<file path="src/rtl/syn_ram_pkg.sv">
// Shared types and helpers for the syn_ram_dp dual-port RAM.
package syn_ram_pkg;

  typedef enum logic {
    CLEAR = 1'b0,
    IDLE  = 1'b1
  } state_e;

  localparam int DEF_DATA_W = 8;
  localparam int DEF_DEPTH  = 32;

  function automatic logic addr_ok(input int unsigned addr, input int unsigned depth);
    return addr < depth;
  endfunction

endpackage

</file>
<file path="src/rtl/syn_ram_clr_fsm.sv">
// Clear sequencer for syn_ram_dp: walks a pointer over every word after reset or a clr request.
module syn_ram_clr_fsm
  import syn_ram_pkg::*;
#(
  parameter int DEPTH  = DEF_DEPTH,
  parameter int ADDR_W = $clog2(DEPTH)
) (
  input  logic              clk,
  input  logic              rst,
  input  logic              clr,
  output logic              busy,
  output logic              clr_we,
  output logic [ADDR_W-1:0] clr_addr
);

  localparam logic [ADDR_W-1:0] LAST = ADDR_W'(DEPTH - 1);

  state_e            state_q;
  logic [ADDR_W-1:0] ptr_q;
  logic              busy_q;

  // Pointer saturates at LAST; only entry into CLEAR rewinds it.
  always_ff @(posedge clk) begin
    if (rst) begin
      state_q <= CLEAR;
      ptr_q   <= '0;
      busy_q  <= 1'b1;
    end else begin
      case (state_q)
        CLEAR: begin
          if (ptr_q == LAST) begin
            state_q <= IDLE;
            busy_q  <= 1'b0;
          end else begin
            ptr_q <= ptr_q + 1'b1;
          end
        end
        IDLE: begin
          if (clr) begin
            state_q <= CLEAR;
            ptr_q   <= '0;
            busy_q  <= 1'b1;
          end
        end
      endcase
    end
  end

  assign busy     = busy_q;
  assign clr_we   = (state_q == CLEAR) && !rst;
  assign clr_addr = ptr_q;

endmodule

</file>
<file path="src/rtl/syn_ram_dp.sv">
// Simple dual-port synchronous RAM with self-clear, write-first bypass and range protection.
// Optional output register stage: define SYN_RAM_OUT_REG_EN.
module syn_ram_dp
  import syn_ram_pkg::*;
#(
  parameter  int DATA_W = DEF_DATA_W,
  parameter  int DEPTH  = DEF_DEPTH,
  localparam int ADDR_W = $clog2(DEPTH)
) (
  input  logic              clk,
  input  logic              rst,
  input  logic              clr,
  input  logic              w_en,
  input  logic [ADDR_W-1:0] w_addr,
  input  logic [DATA_W-1:0] din,
  input  logic              r_en,
  input  logic [ADDR_W-1:0] r_addr,
  output logic [DATA_W-1:0] dout,
  output logic              r_valid,
  output logic              busy
);

  logic              clr_we;
  logic [ADDR_W-1:0] clr_addr;

  syn_ram_clr_fsm #(.DEPTH(DEPTH), .ADDR_W(ADDR_W)) u_clr_fsm (
    .clk      (clk),
    .rst      (rst),
    .clr      (clr),
    .busy     (busy),
    .clr_we   (clr_we),
    .clr_addr (clr_addr)
  );

  logic [DATA_W-1:0] mem [DEPTH];

  logic accept, wr_hit, rd_go;
  // clr wins over any access presented in the same cycle.
  assign accept = !busy && !rst && !clr;
  assign wr_hit = accept && w_en && addr_ok(32'(w_addr), DEPTH);
  assign rd_go  = accept && r_en;

  always_ff @(posedge clk) begin
    if (clr_we)
      mem[clr_addr] <= '0;
    else if (wr_hit)
      mem[w_addr] <= din;
  end

  logic [DATA_W-1:0] dout_d, dout_q;
  logic              r_valid_d, r_valid_q;

  always_comb begin
    dout_d    = dout_q;
    r_valid_d = 1'b0;
    if (rd_go) begin
      r_valid_d = 1'b1;
      if (!addr_ok(32'(r_addr), DEPTH))
        dout_d = '0;
      else if (wr_hit && (w_addr == r_addr))
        dout_d = din;
      else
        dout_d = mem[r_addr];
    end
  end

  always_ff @(posedge clk) begin
    if (rst) begin
      dout_q    <= '0;
      r_valid_q <= 1'b0;
    end else begin
      dout_q    <= dout_d;
      r_valid_q <= r_valid_d;
    end
  end

`ifdef SYN_RAM_OUT_REG_EN
  logic [DATA_W-1:0] dout_p_q;
  logic              r_valid_p_q;

  always_ff @(posedge clk) begin
    if (rst) begin
      dout_p_q    <= '0;
      r_valid_p_q <= 1'b0;
    end else begin
      dout_p_q    <= dout_q;
      r_valid_p_q <= r_valid_q;
    end
  end

  assign dout    = dout_p_q;
  assign r_valid = r_valid_p_q;
`else
  assign dout    = dout_q;
  assign r_valid = r_valid_q;
`endif

endmodule

</file>
<file path="config.mk">
export PLATFORM = sky130hd
export DESIGN_NAME = syn_ram_dp
export DESIGN_NICKNAME = d
export VERILOG_FILES = /design/src/rtl/syn_ram_pkg.sv /design/src/rtl/syn_ram_clr_fsm.sv /design/src/rtl/syn_ram_dp.sv
export SDC_FILE = /design/constraint.sdc
export NUM_CORES = 1
export LEC_CHECK = 0
export ABC_AREA = 1
export CAP_MARGIN = 20
export CELL_PAD_IN_SITES_DETAIL_PLACEMENT = 0
export CELL_PAD_IN_SITES_GLOBAL_PLACEMENT = 1
export CORE_ASPECT_RATIO = 1.1
export CORE_MARGIN = 3
export CORE_UTILIZATION = 51
export DETAILED_ROUTE_END_ITERATION = 16
export PLACE_DENSITY_LB_ADDON = 0.2
export SYNTH_ARGS = -nofsm -noshare
export SYNTH_HDL_FRONTEND = slang
export SYNTH_SLANG_ARGS = --single-unit
</file>
<file path="constraint.sdc">
create_clock -name clk -period 5.2 [get_ports clk]
set_clock_uncertainty 0.1 [all_clocks]
set_input_delay 1.04 -clock clk [delete_from_list [all_inputs] [get_ports clk]]
set_output_delay 1.04 -clock clk [all_outputs]
set_load 0.1 [all_outputs]
</file>
### Word-level counts from Yosys, hierarchy flattened

Memories as Yosys holds them, arrays and structs flattened.
Cells that the tools add are included.

* multiplexer cells: 19
* eq/ne operators: 5
* bitwise gates (word level): 1
* reduce and logical (&&, ||, !) cells: 12
* add/subtract/negate cells: 1

Operators by type and width (number)
* 8-bit 2-to-1 mux: 2
* 5-bit 2-to-1 mux: 3
* 1-bit 2-to-1 mux: 11
* 5-bit case mux with 2 select lines: 1
* 8-bit OR reduction: 1
* 1-bit logical AND: 6
* 5-bit by 1-bit adder with 5-bit output, second input constant: 1
* 5-bit equality test: 1
* 5-bit equality test, second input constant: 1
* 2-bit != test, second input constant: 2
* 1-bit case mux with 2 select lines: 2
* 2-bit AND reduction: 2
* 1-bit logical NOT: 3
* 2-bit by 1-bit != test with 1-bit output, second input constant: 1
* 1-bit inverter: 1

* memories: 1
* register bits: 16
* logic and storage cells: 44
* bits in writable memories: 256
* input port bits: 23
* output and inout bits: 10

Memories
* mem: words 32, width 8, rd ports 1, clocked after memory_dff 0, write ports 1, RTL line syn_ram_dp.sv:35 `logic [DATA_W-1:0] mem [DEPTH];`

### Longest topological paths before layout

* depth after elaboration: 9
* gate-level depth with buffers: 12

### Hierarchy

A second synthesis with hierarchy kept.

* cells, all modules: 1138
* area total of the unflattened synthesis: 11707.5 um2

By module, submodules not included
* syn_ram_dp: area each 11377.2 um2, instances 1, cells each 1094, sequential area each 7867.5 um2
* syn_ram_clr_fsm: area each 330.3 um2, instances 1, cells each 44, sequential area each 140.1 um2

### Least setup slack after synthesis

OpenSTA, ideal clock, no wires.

* kind: input to register
* start point: in clr
* end point: mem mem[0][0] (netlist name) (enable)
* cell stages on the path: 8
* setup time: 0.370 ns
* path buffers: 0
* slack: 2.310 ns
* data arrival time: 2.419 ns
* cell sequence: inv_1 nand4_4 nor2_4 inv_2 or2_1 o21ai_2 nand3_2 nor2_1

* cells in the longest elaborated chain, start to end: 8
* elaborated cells between the ends (all ways): 9
* those cells by class: 5 x mux; 4 x reduce/logical

RTL lines
* from (decl): RTL line syn_ram_dp.sv:12 `input logic clr,`
* 1-bit logical NOT *: RTL line syn_ram_dp.sv:39 `assign accept = !busy && !rst && !clr;`
* 1-bit logical AND *: RTL line syn_ram_dp.sv:39
* 1-bit logical AND *: RTL line syn_ram_dp.sv:40 `assign wr_hit = accept && w_en && addr_ok(32'(w_addr), DEPTH);`
* 1-bit 2-to-1 mux *: RTL line syn_ram_dp.sv:46 `else if (wr_hit)`
* 1-bit 2-to-1 mux *: RTL line syn_ram_dp.sv:44 `if (clr_we)`
* 1-bit 2-to-1 mux (not written as such) *: RTL line syn_ram_dp.sv:47 `mem[w_addr] <= din;`
* 8-bit OR reduction (no source line)
* 5-bit 2-to-1 mux (no source line) / 1-bit 2-to-1 mux (equally long branches)
* to (decl): RTL line syn_ram_dp.sv:35

Every way passes the cells marked *; elsewhere a longest branch is shown, timed or not.

### Worst setup path after layout

* start point: in rst
* end point: mem mem[28][1] (netlist name) (enable)

* cells in the longest elaborated chain, start to end: 9
* elaborated cells between the ends (all ways): 13
* those cells by class: 7 x mux; 6 x reduce/logical

RTL lines
* from (decl): RTL line syn_ram_dp.sv:11 `input logic rst,`
* 1-bit logical NOT *: RTL line syn_ram_clr_fsm.sv:50, syn_ram_dp.sv:39
* 1-bit logical AND (2 in series): RTL line syn_ram_dp.sv:39
* 1-bit logical AND: RTL line syn_ram_dp.sv:40
* 1-bit 2-to-1 mux: RTL line syn_ram_dp.sv:46
* 1-bit 2-to-1 mux: RTL line syn_ram_dp.sv:44
* 1-bit 2-to-1 mux (not written as such): RTL line syn_ram_dp.sv:47
* 8-bit OR reduction (no source line)
* 5-bit 2-to-1 mux (no source line) / 1-bit 2-to-1 mux (equally long branches)

Marked as above.

==> flow_summary.json <==
{
  "clockBufferDepth": 3,
  "drive_gt1_frac": 0.07050,
  "cp_data_arrival_time_ns": 3.73,
  "p_int_uw": 3684,
  "comb_power_share": 0.054,
  "synth_cell_type_count": 24,
  "diodes": 0,
  "postCtsHoldBufs": 0,
  "root_buffer": "clkbuf_16",
  "final-instance-count-excl-fill": 1444,
  "start_util": 0.5216,
  "status": "completed",
  "fin_nets": 1152,
  "r2r_setup_slack_ns": 2.35,
  "yosysMostFrequentCell": "nand2_1",
  "numCtsBuffers": 28,
  "yosysWarnings": 0,
  "synth.avg_cell_area_um2": 10.48,
  "grt_pass1_wl_mm": 43.66,
  "syn_nets": 1129,
  "die_h_um": 164.0,
  "clockPowerShare": 0.437,
  "drtIter0Drc": 684,
  "min_period_ns": 3.661,
  "synthTopCellsByArea": "edfxtp_1 (66%), nand2_1 (13%), nand3_1 (7.8%)",
  "r2r-end": "mem[28][1]",
  "netlist_area_um2": 11570,
  "rows": 57,
  "slew_headroom": 0.3452,
  "placed_area_um2": 12180,
  "hold_start": "u_clr_fsm.clr_addr[4]",
  "drc": 0,
  "gr-total-overflow": 0,
  "postCtsSetupBuffers": 0,
  "worstHoldPathCells": 1,
  "p_per_area_nw_per_um2": 356.6,
  "htree_num_levels": 1,
  "io-pin-count": 33,
  "slew_violations": 0,
  "synth_edf_count": 256,
  "viasPerCell": 5.393,
  "seq_power_share": 0.508,
  "track_usage": 0.2369,
  "ctsResizeCount": 0,
  "tightest_slew_ns": 0.9792,
  "grt_max_degree": 88,
  "regArea_um2": 8008,
  "hp-class": "reg -> reg",
  "min_to": "u_clr_fsm.clr_addr[4]",
  "postLayoutCellArea_um2": 13130,
  "detail-route-antenna-nets": 0,
  "synth.top_cell.area_share": 0.6644,
  "firstDrtPassIters": 5,
  "cp_max_fo": 14,
  "max_freq_ghz": 0.2732,
  "tns_ns": 0,
  "switchingPower_uw": 996.8,
  "die_area_um2": 24530,
  "setup_viol": 0,
  "cts_tree": "built",
  "num-fill-cells": 1866,
  "worstPathRequired_ns": 5.27,
  "end_kind": "flop",
  "dp_hpwl_mm": 17.75,
  "wl_per_cell_um": 19.99,
  "swShare": 0.2129,
  "grt_setup_unrepaired": "false",
  "start_kind": "input port",
  "hold_violations": 0,
  "clock_sinks": 272,
  "die_w_um": 149.6,
  "synthCells": 1104,
  "clkTransAtPathRegs_ns": 0.06,
  "synth_top_cell_by_area": "edfxtp_1",
  "r2r_start": "u_clr_fsm.busy",
  "core_region_area_um2": 22180,
  "ys_ff_latch": 272,
  "rr_worst_depth": 8,
  "totalWireLength_mm": 28.87,
  "multi_input_area_um2": 3037,
  "antenna_found_initial": 0,
  "placed_cells": 1392,
  "grt_pass1_vias": 7697,
  "vias": 7787,
  "synthFlopType": "edfxtp_1",
  "synth_async_sr_flop_share": 0,
  "min_period_over_period": 0.7040,
  "gp_congestion": 0.8369,
  "critPathKind": "in -> reg",
  "yosysSeqAreaShare": 0.6921,
  "numPortBuffers": 32,
  "drv_cap": 0,
  "area_delta_synth_final_pct": 13.46,
  "clk_latency_ns": 0.54,
  "leakage_uw": 0.005101,
  "synth.top_cells.by_count": "nand2_1 (387), edfxtp_1 (256), nand3_1 (181), inv_1 (77), nor2_1 (75)",
  "ir_worst_vdd_mv": 0.3190
}
==> per-stage QoR <==
step                utilization  hold WS, ns  power [uW]  setup WS (ns)
floorplan                     -       0.3591        2591          2.310
global placement         0.5490       0.3990        2678          1.093
detailed placement       0.5490       0.4112        2679         0.9961
CTS                      0.5919       0.4264        4700          1.557
global route             0.5919       0.4596        4829          1.358
finish                   0.5919       0.4227        4681          1.539
==> logic make-up after synthesis <==
group	after synthesis	synth area share
adder cells (fa/ha/maj)	2	0.002163
AO/OA/AOI/OAI	35	0.01763
AND/OR/NAND/NOR	654	0.2372
buffers and inverters	136	0.04715
XOR/XNOR	5	0.003785
flip-flops	272	0.6921
==> state kept, by name (all words and copies together), names as in the netlist <==
register and cells:
u_clr_fsm.clr_addr 5, u_clr_fsm.busy 1, mem 256, dout 8, u_clr_fsm.state_q 1, r_valid 1
==> cells in the final DEF, fill, tap and decap left out, drive strengths merged <==
master / count
clkdlybuf4s50: 30
bufinv: 4
edfxtp: 256
clkbuf: 36
ha: 2
or2: 2
a21oi: 10
nand3: 185
clkinvlp: 2
o311ai: 1
xnor2: 5
dfxtp: 16
nor2: 76
a32o: 3
buf: 18
nand2: 387
o211ai: 1
inv: 81
clkinv: 10
o21ai: 20
nand4: 4
==> cell type report <==
type	instances	share of cell area
inverters	81	0.02326
repair buffers	48	0.03488
clock buffers	36	0.05804
flip-flops and latches	272	0.6100
well taps	295	0.02812
clock inverters	16	0.01439
multi-input cells	696	0.2313
==> worst max-delay path, cell delays in order <==
cell and delay (ns):
clkdlybuf4s50_1 0.48, inv_2 0.23, nand4_4 0.15, nor2_4 0.22, inv_2 0.16, or2_1 0.25, o21ai_2 0.10, nand3_2 0.39
nor2_1 0.70
==> per-layer routing <==
| metal | track usage | wire (um) | up-vias |
|---|---|---|---|
| met4 | 0.06908 | 698 | 0 |
| met5 | 0 | 0 | - |
| met3 | 0.02649 | 1546 | 55 |
| met2 | 0.4259 | 14860 | 238 |
| li1 | - | - | 3763 |
| met1 | 0.3048 | 11760 | 3731 |
==> power groups by stage <==
stage               Combinational (uW)  Sequential (uW)  Clock, uW
floorplan                          166             2420          0
global placement                   251             2430          0
detailed placement                 252             2430          0
CTS                                253             2380       2070
global route                       279             2380       2170
finish                             254             2380       2050
==> worst max-delay path by stage <==
stage / startpoint / end
floorplan: clr / mem[0][0]
global placement: rst / mem[28][2]
detailed placement: rst / mem[14][3]
CTS: rst / mem[14][6]
global route: rst / mem[28][2]
finish: rst / mem[28][1]
No activity file was read; power rests on OpenSTA's default activity.
